**src/rtl/hazard_ctrl.sv**
```systemverilog
// hazard_ctrl: pipeline stall/flush controller with load-use bubbles, memory freeze and perf counters
module hazard_ctrl #(
  parameter int LOAD_USE_STALL = 1,
  parameter int CNT_W          = 32
) (
  input  logic             clk,
  input  logic             rst,
  input  logic [4:0]       ID_rs1_addr,
  input  logic [4:0]       ID_rs2_addr,
  input  logic             ID_rs1_used,
  input  logic             ID_rs2_used,
  input  logic             EXE_MemRead,
  input  logic [4:0]       EXE_rd_addr,
  input  logic             EXE_branch_taken,
  input  logic             IM_stall,
  input  logic             DM_stall,
  output logic             PC_en,
  output logic             IFID_en,
  output logic             IDEXE_en,
  output logic             EXEMEM_en,
  output logic             MEMWB_en,
  output logic             IFID_flush,
  output logic             IDEXE_flush,
  output logic [CNT_W-1:0] stall_cycles,
  output logic [CNT_W-1:0] flush_count
);
  typedef enum logic {RUN = 1'b0, LU_STALL = 1'b1} state_t;
  localparam logic [1:0] LU_INIT = 2'(LOAD_USE_STALL - 1);
  state_t           r_state, w_state_nxt;
  logic [1:0]       r_lu_cnt, w_lu_cnt_nxt;
  logic [CNT_W-1:0] r_stall_cycles, r_flush_count;
  logic             w_mem_busy, w_lu_hit;
  assign w_mem_busy   = IM_stall | DM_stall;
  assign w_lu_hit     = EXE_MemRead & (EXE_rd_addr != 5'd0) &
                        ((ID_rs1_used & (ID_rs1_addr == EXE_rd_addr)) |
                         (ID_rs2_used & (ID_rs2_addr == EXE_rd_addr)));
  assign stall_cycles = r_stall_cycles;
  assign flush_count  = r_flush_count;
  // FSM state and remaining-bubble counter; async reset drops any pending bubbles
  always_ff @(posedge clk or negedge rst) begin
    if (!rst) begin
      r_state  <= RUN;
      r_lu_cnt <= 2'd0;
    end else begin
      r_state  <= w_state_nxt;
      r_lu_cnt <= w_lu_cnt_nxt;
    end
  end
  // performance counters: frozen cycles and taken-branch flushes, wrapping
  always_ff @(posedge clk or negedge rst) begin
    if (!rst) begin
      r_stall_cycles <= '0;
      r_flush_count  <= '0;
    end else begin
      if (w_mem_busy) r_stall_cycles <= r_stall_cycles + 1'b1;
      if (!w_mem_busy && EXE_branch_taken) r_flush_count <= r_flush_count + 1'b1;
    end
  end
  // next state and enables: freeze > branch flush > load-use bubble > run
  always_comb begin
    w_state_nxt  = r_state;
    w_lu_cnt_nxt = r_lu_cnt;
    PC_en        = 1'b0;
    IFID_en      = 1'b0;
    IDEXE_en     = 1'b0;
    EXEMEM_en    = 1'b0;
    MEMWB_en     = 1'b0;
    IFID_flush   = 1'b0;
    IDEXE_flush  = 1'b0;
    if (rst && !w_mem_busy) begin
      IDEXE_en  = 1'b1;
      EXEMEM_en = 1'b1;
      MEMWB_en  = 1'b1;
      if (EXE_branch_taken) begin
        PC_en        = 1'b1;
        IFID_en      = 1'b1;
        IFID_flush   = 1'b1;
        IDEXE_flush  = 1'b1;
        w_state_nxt  = RUN;
        w_lu_cnt_nxt = 2'd0;
      end else if (r_state == LU_STALL) begin
        IDEXE_flush  = 1'b1;
        w_lu_cnt_nxt = r_lu_cnt - 2'd1;
        w_state_nxt  = (r_lu_cnt == 2'd1) ? RUN : LU_STALL;
      end else if (w_lu_hit) begin
        IDEXE_flush = 1'b1;
        if (LOAD_USE_STALL > 1) begin
          w_state_nxt  = LU_STALL;
          w_lu_cnt_nxt = LU_INIT;
        end
      end else begin
        PC_en   = 1'b1;
        IFID_en = 1'b1;
      end
    end
  end
endmodule
```
**config.mk**
```make
export PLATFORM = sky130hd
export DESIGN_NAME = hazard_ctrl
export DESIGN_NICKNAME = d
export VERILOG_FILES = /design/src/rtl/hazard_ctrl.sv
export SDC_FILE = /design/constraint.sdc
export NUM_CORES = 1
export LEC_CHECK = 0
export BUFFER_PORTS_ARGS = -buffer_cell sky130_fd_sc_hd__buf_2
export CORE_ASPECT_RATIO = 1.4
export CORE_MARGIN = 5
export CORE_UTILIZATION = 50
export CTS_BUF_LIST = sky130_fd_sc_hd__clkbuf_2 sky130_fd_sc_hd__clkbuf_4 sky130_fd_sc_hd__clkbuf_8
export CTS_CLUSTER_DIAMETER = 200
export DETAILED_ROUTE_END_ITERATION = 7
export PLACE_DENSITY = 0.8
export SYNTH_ARGS = -nofsm -noshare
export SYNTH_HDL_FRONTEND = slang
export SYNTH_SLANG_ARGS = --single-unit
```
**constraint.sdc**
```tcl
create_clock -name clk -period 2.4 [get_ports clk]
set_clock_uncertainty 0.05 [all_clocks]
set_input_delay 0.24 -clock clk [delete_from_list [all_inputs] [get_ports clk]]
set_output_delay 0.24 -clock clk [all_outputs]
set_load 0.005 [all_outputs]
```
Yosys cells after proc, flatten, opt, wreduce, memory -nomap -nowiden:

Cells that the tools add are included.

* latch bits: 0
* bits in writable memories: 0
* bits of input ports: 23
* bits in read-only memories: 0
* memories kept: 0
* register bits: 67

* add/subtract/negate cells: 3
* mux-type cells: 16
* $mul: 0
* equal/unequal tests: 3
* reductions and logical operators: 6
* shift operators: 0
* div/mod/pow operators: 0
* bitwise operators: 6
* $lt $le $gt $ge: 0

Operators by type and width (number)
* $add 32x1->32 const B: 2
* $mux 1: 14
* $eq 5x5->1: 2
* $reduce_bool 5->1: 1
* $and 1x1->1: 4
* $mux 2: 2
* $eq 2x1->1 const B: 1
* $logic_and 1x1->1: 2
* $or 1x1->1: 2
* $reduce_and 2->1: 1
* $reduce_bool 2->1: 1
* $sub 2x1->2 const B: 1
* $logic_not 1->1: 1

Logic depth before layout (Yosys ltp):

* depth after elaboration: 8
* gate-level depth with buffers: 7
* depth with buffers taken out: 6

Worst setup path after synthesis:

OpenSTA, ideal clock, no wires.

* kind: reg2reg
* start point: register r_stall_cycles[0], in the netlist stall_cycles[0]
* end point: register r_stall_cycles[24], in the netlist stall_cycles[24]
* library setup time: 0.124 ns
* cell stages (with the launch flop): 6
* path slack: 0.593 ns
* path buffers: 0
* data arrival time: 1.633 ns
* path through: dfrtp_1 > ha_1 > o211ai_1 > nor4_2 > nand4_1 > xnor2_1

* word-level cells in the longest chain between the ends: 1

Ends and longest elaborated chain
* from (decl): line 31 `logic [CNT_W-1:0] r_stall_cycles, r_flush_count;`
* from (signal assigned): line 55 `if (w_mem_busy) r_stall_cycles <= r_stall_cycles + 1'b1;`
* $add 32x1->32: line 55

No other way between the ends.
A chain may end at the register's enable or synchronous reset.

Worst setup path after layout:

* start point: register r_flush_count[0], in the netlist flush_count[0]
* end point: register r_flush_count[14], in the netlist flush_count[14]

* word-level cells in the longest chain between the ends: 1

Ends and longest elaborated chain
* from (decl): line 31
* from (signal assigned): line 56 `if (!w_mem_busy && EXE_branch_taken) r_flush_count <= r_flush_count + 1'b1;`
* $add 32x1->32: line 56

No other way between the ends.

==> impl_metrics.env <==
export IMPL_outcome="complete, no violations"
export IMPL_critPathMaxStageDelay_ns=0.44
export IMPL_synth_avg_cell_area_um2=11.1
export IMPL_dieArea_um2=8190
export IMPL_antenna_left=0
export IMPL_critPathSlowestCell="dfrtp_1"
export IMPL_multiInputGateArea_um2=1460
export IMPL_clock_sinks=67
export IMPL_grt_first_pass_wirelength_um=12600
export IMPL_cts_resized=0
export IMPL_worstPathCellList="ha_1 > nand3_1 > nor4_4 > buf_4 > nand4_4 > xnor2_2"
export IMPL_setup_ws_ns=0.522
export IMPL_r2r_cells=6
export IMPL_worst_slew_pin_transition_ns=0.819
export IMPL_required_ns=2.57
export IMPL_synth_cell_types=36
export IMPL_final_common_cell="buf_2"
export IMPL_reg2reg_from="flush_count[0]$_DFFE_PN0P_"
export IMPL_p_leak_nw=2.00
export IMPL_cp_start_kind="flip-flop"
export IMPL_synth_warnings=0
export IMPL_post_cts_setup_buffers=0
export IMPL_grt_use_total_pct=18.9
export IMPL_rrSetupSlack_ns=0.52
export IMPL_drc=0
export IMPL_grt_overflow=0
export IMPL_hold_viol=0
export IMPL_io_buffers=93
export IMPL_syn_cell_area_um2=3230
export IMPL_slew_headroom_pct=45.4
export IMPL_place_gp_congestion=0.789
export IMPL_die_w_um=77.9
export IMPL_tritoncts="yes"
export IMPL_crit_path_end_kind="flip-flop"
export IMPL_netlist_instances=292
export IMPL_rows=34
export IMPL_synth_main_ff_cell="dfrtp_1"
export IMPL_final_cell_mix="93 x buf_2, 67 x dfrtp_1, 52 x xnor2_1, 34 x nand3_1, 20 x nand4_1"
export IMPL_cts_buffer_depth=2
export IMPL_fin_nets=419
export IMPL_slew_violations=0
export IMPL_synth_yosys_seq_area_share_pct=51.9
export IMPL_io_pins=94
export IMPL_synth_edf_count=0
export IMPL_syn_nets=318
export IMPL_antenna_found_initial=0
export IMPL_fp_dieH_um=105
export IMPL_drt_pass1_iter_count=4
export IMPL_drive_above_1_share_pct=30.5
export IMPL_initial_utilization_pct=51.7
export IMPL_critPathArrivalTime_ns=2.05
export IMPL_dpl_hpwl_um=5240
export IMPL_hold_buffers=0
export IMPL_clk_latency_ns=0.34
export IMPL_routedWlPerCell_um=15.2
export IMPL_grt_start_max_net_pins=68
export IMPL_fin_crit_sh_pct=78.2
export IMPL_wirelength_um=7110
export IMPL_min_path_type="input pin to asynchronous set/reset pin"
export IMPL_first_global_vias=2757
export IMPL_rsz0062_at_grt="no"
export IMPL_setup_viol=0
export IMPL_syn_to_final_growth_pct=23.5
export IMPL_seqCellArea_um2=1680
export IMPL_max_cap_violations=0
export IMPL_path_class="flip-flop to flip-flop"
export IMPL_core_um2=6250
export IMPL_nFillCells=492
export IMPL_drt_initial_drc_count=86
export IMPL_antenna_cells=0
export IMPL_timing_rr_end="flush_count[14]$_DFFE_PN0P_"
export IMPL_place_ws_ns=0.382
export IMPL_p_per_area_nw_per_um2=700
export IMPL_cts_max_level=3
export IMPL_dr_total_vias=2595
export IMPL_whs_ns=0.128
export IMPL_synth_async_sr_flop_share_pct=100
export IMPL_fmax_mhz=533
export IMPL_fin_setup_tns_ns=0
export IMPL_ys_seq_elements=67
export IMPL_crit_fanout=6
export IMPL_post_route_min_period_ns=1.88
export IMPL_peakVddDrop_mv=0.494
export IMPL_cts_made_buffers=9
export IMPL_via_per_inst=5.53
export IMPL_cts_root_buf="clkbuf_8"
export IMPL_clk_pin_slew_worst_paths_ns=0.07
## critical path, delay by kind of cell (launching register included)
kind                     cells  cell delay, ns
AND/OR/NAND/NOR              3            0.71
XOR/XNOR                     1            0.15
adder cells (fa/ha/maj)      1            0.20
buffers and inverters        1            0.23
flip-flops                   1            0.44
## cell families after synthesis
family | count (synthesis) | synth area share (%)
xor+xnor | 72 | 19.8
buf+inv | 17 | 3.02
mux | 3 | 1.01
simple gates | 118 | 20.7
compound gates | 12 | 2.48
fa+ha+maj | 3 | 1.16
flops | 67 | 51.9
## cell usage after synthesis (3+ instances only)
cell / n / area (µm²)
inv_1: 8 / 30.0
nand4_1: 20 / 125
xnor2_1: 52 / 455
ha_1: 3 / 37.5
nor2_1: 11 / 41.3
nand2_1: 19 / 71.3
and3_1: 7 / 43.8
o21ai_0: 5 / 25.0
nor4_1: 8 / 50.1
nand3_1: 34 / 170
nor3_1: 6 / 30.0
and4_1: 4 / 35.0
dfrtp_1: 67 / 1680
xor2_1: 19 / 166
buf_4: 4 / 30.0
buf_2: 3 / 15.0
## worst max path at each step
stage	start	endpoint	depth (start not counted)
2_1_floorplan	stall_cycles[0]$_DFFE_PN0P_	stall_cycles[24]$_DFFE_PN0P_	5
3_3_place_gp	EXE_branch_taken	flush_count[14]$_DFFE_PN0P_	6
3_5_place_dp	DM_stall	flush_count[14]$_DFFE_PN0P_	6
4_1_cts	flush_count[0]$_DFFE_PN0P_	flush_count[14]$_DFFE_PN0P_	6
5_1_grt	flush_count[0]$_DFFE_PN0P_	flush_count[14]$_DFFE_PN0P_	6
6_report	flush_count[0]$_DFFE_PN0P_	flush_count[14]$_DFFE_PN0P_	6
## power by group
part           switching (mW)  internal, mW  leakage [nW]  total [mW]
sequential              0.132          1.23         0.910        1.36
combinational           0.191         0.197         0.974       0.388
clock                   0.400         0.644         0.114        1.04
## flip-flops by register name (all words and copies together) (netlist names)
| name | cells |
|---|---|
| r_state | 1 |
| flush_count | 32 |
| stall_cycles | 32 |
| r_lu_cnt | 2 |
## per-layer routing
metal | vias up | routed length [µm] | GRT usage, %
li1 | 1231 | - | -
met2 | 93 | 3460 | 30.7
met5 | - | 0 | 0
met4 | 0 | 158 | 8.94
met1 | 1257 | 2970 | 23.3
met3 | 14 | 520 | 4.82
## final cells by class
class,count,area share [%]
sequential,67,42.0
clock buffer,13,4.01
tap,72,2.26
inverter,8,0.753
timing repair buffer,99,12.8
clock inverter,2,1.51
multi-input combinational,208,36.7
## metrics by stage
stage / util [%] / total power, mW / area (µm²) / instances
finish: 63.8 / 2.79 / 3990 / 469
global placement: 60.3 / 1.77 / 3770 / 454
floorplan: - / 1.57 / 3230 / 292
CTS: 63.8 / 2.84 / 3990 / 469
global route: 63.8 / 2.95 / 3990 / 469
detailed placement: 60.3 / 1.78 / 3770 / 454
Note: power is estimated with default switching activity, not from simulation.
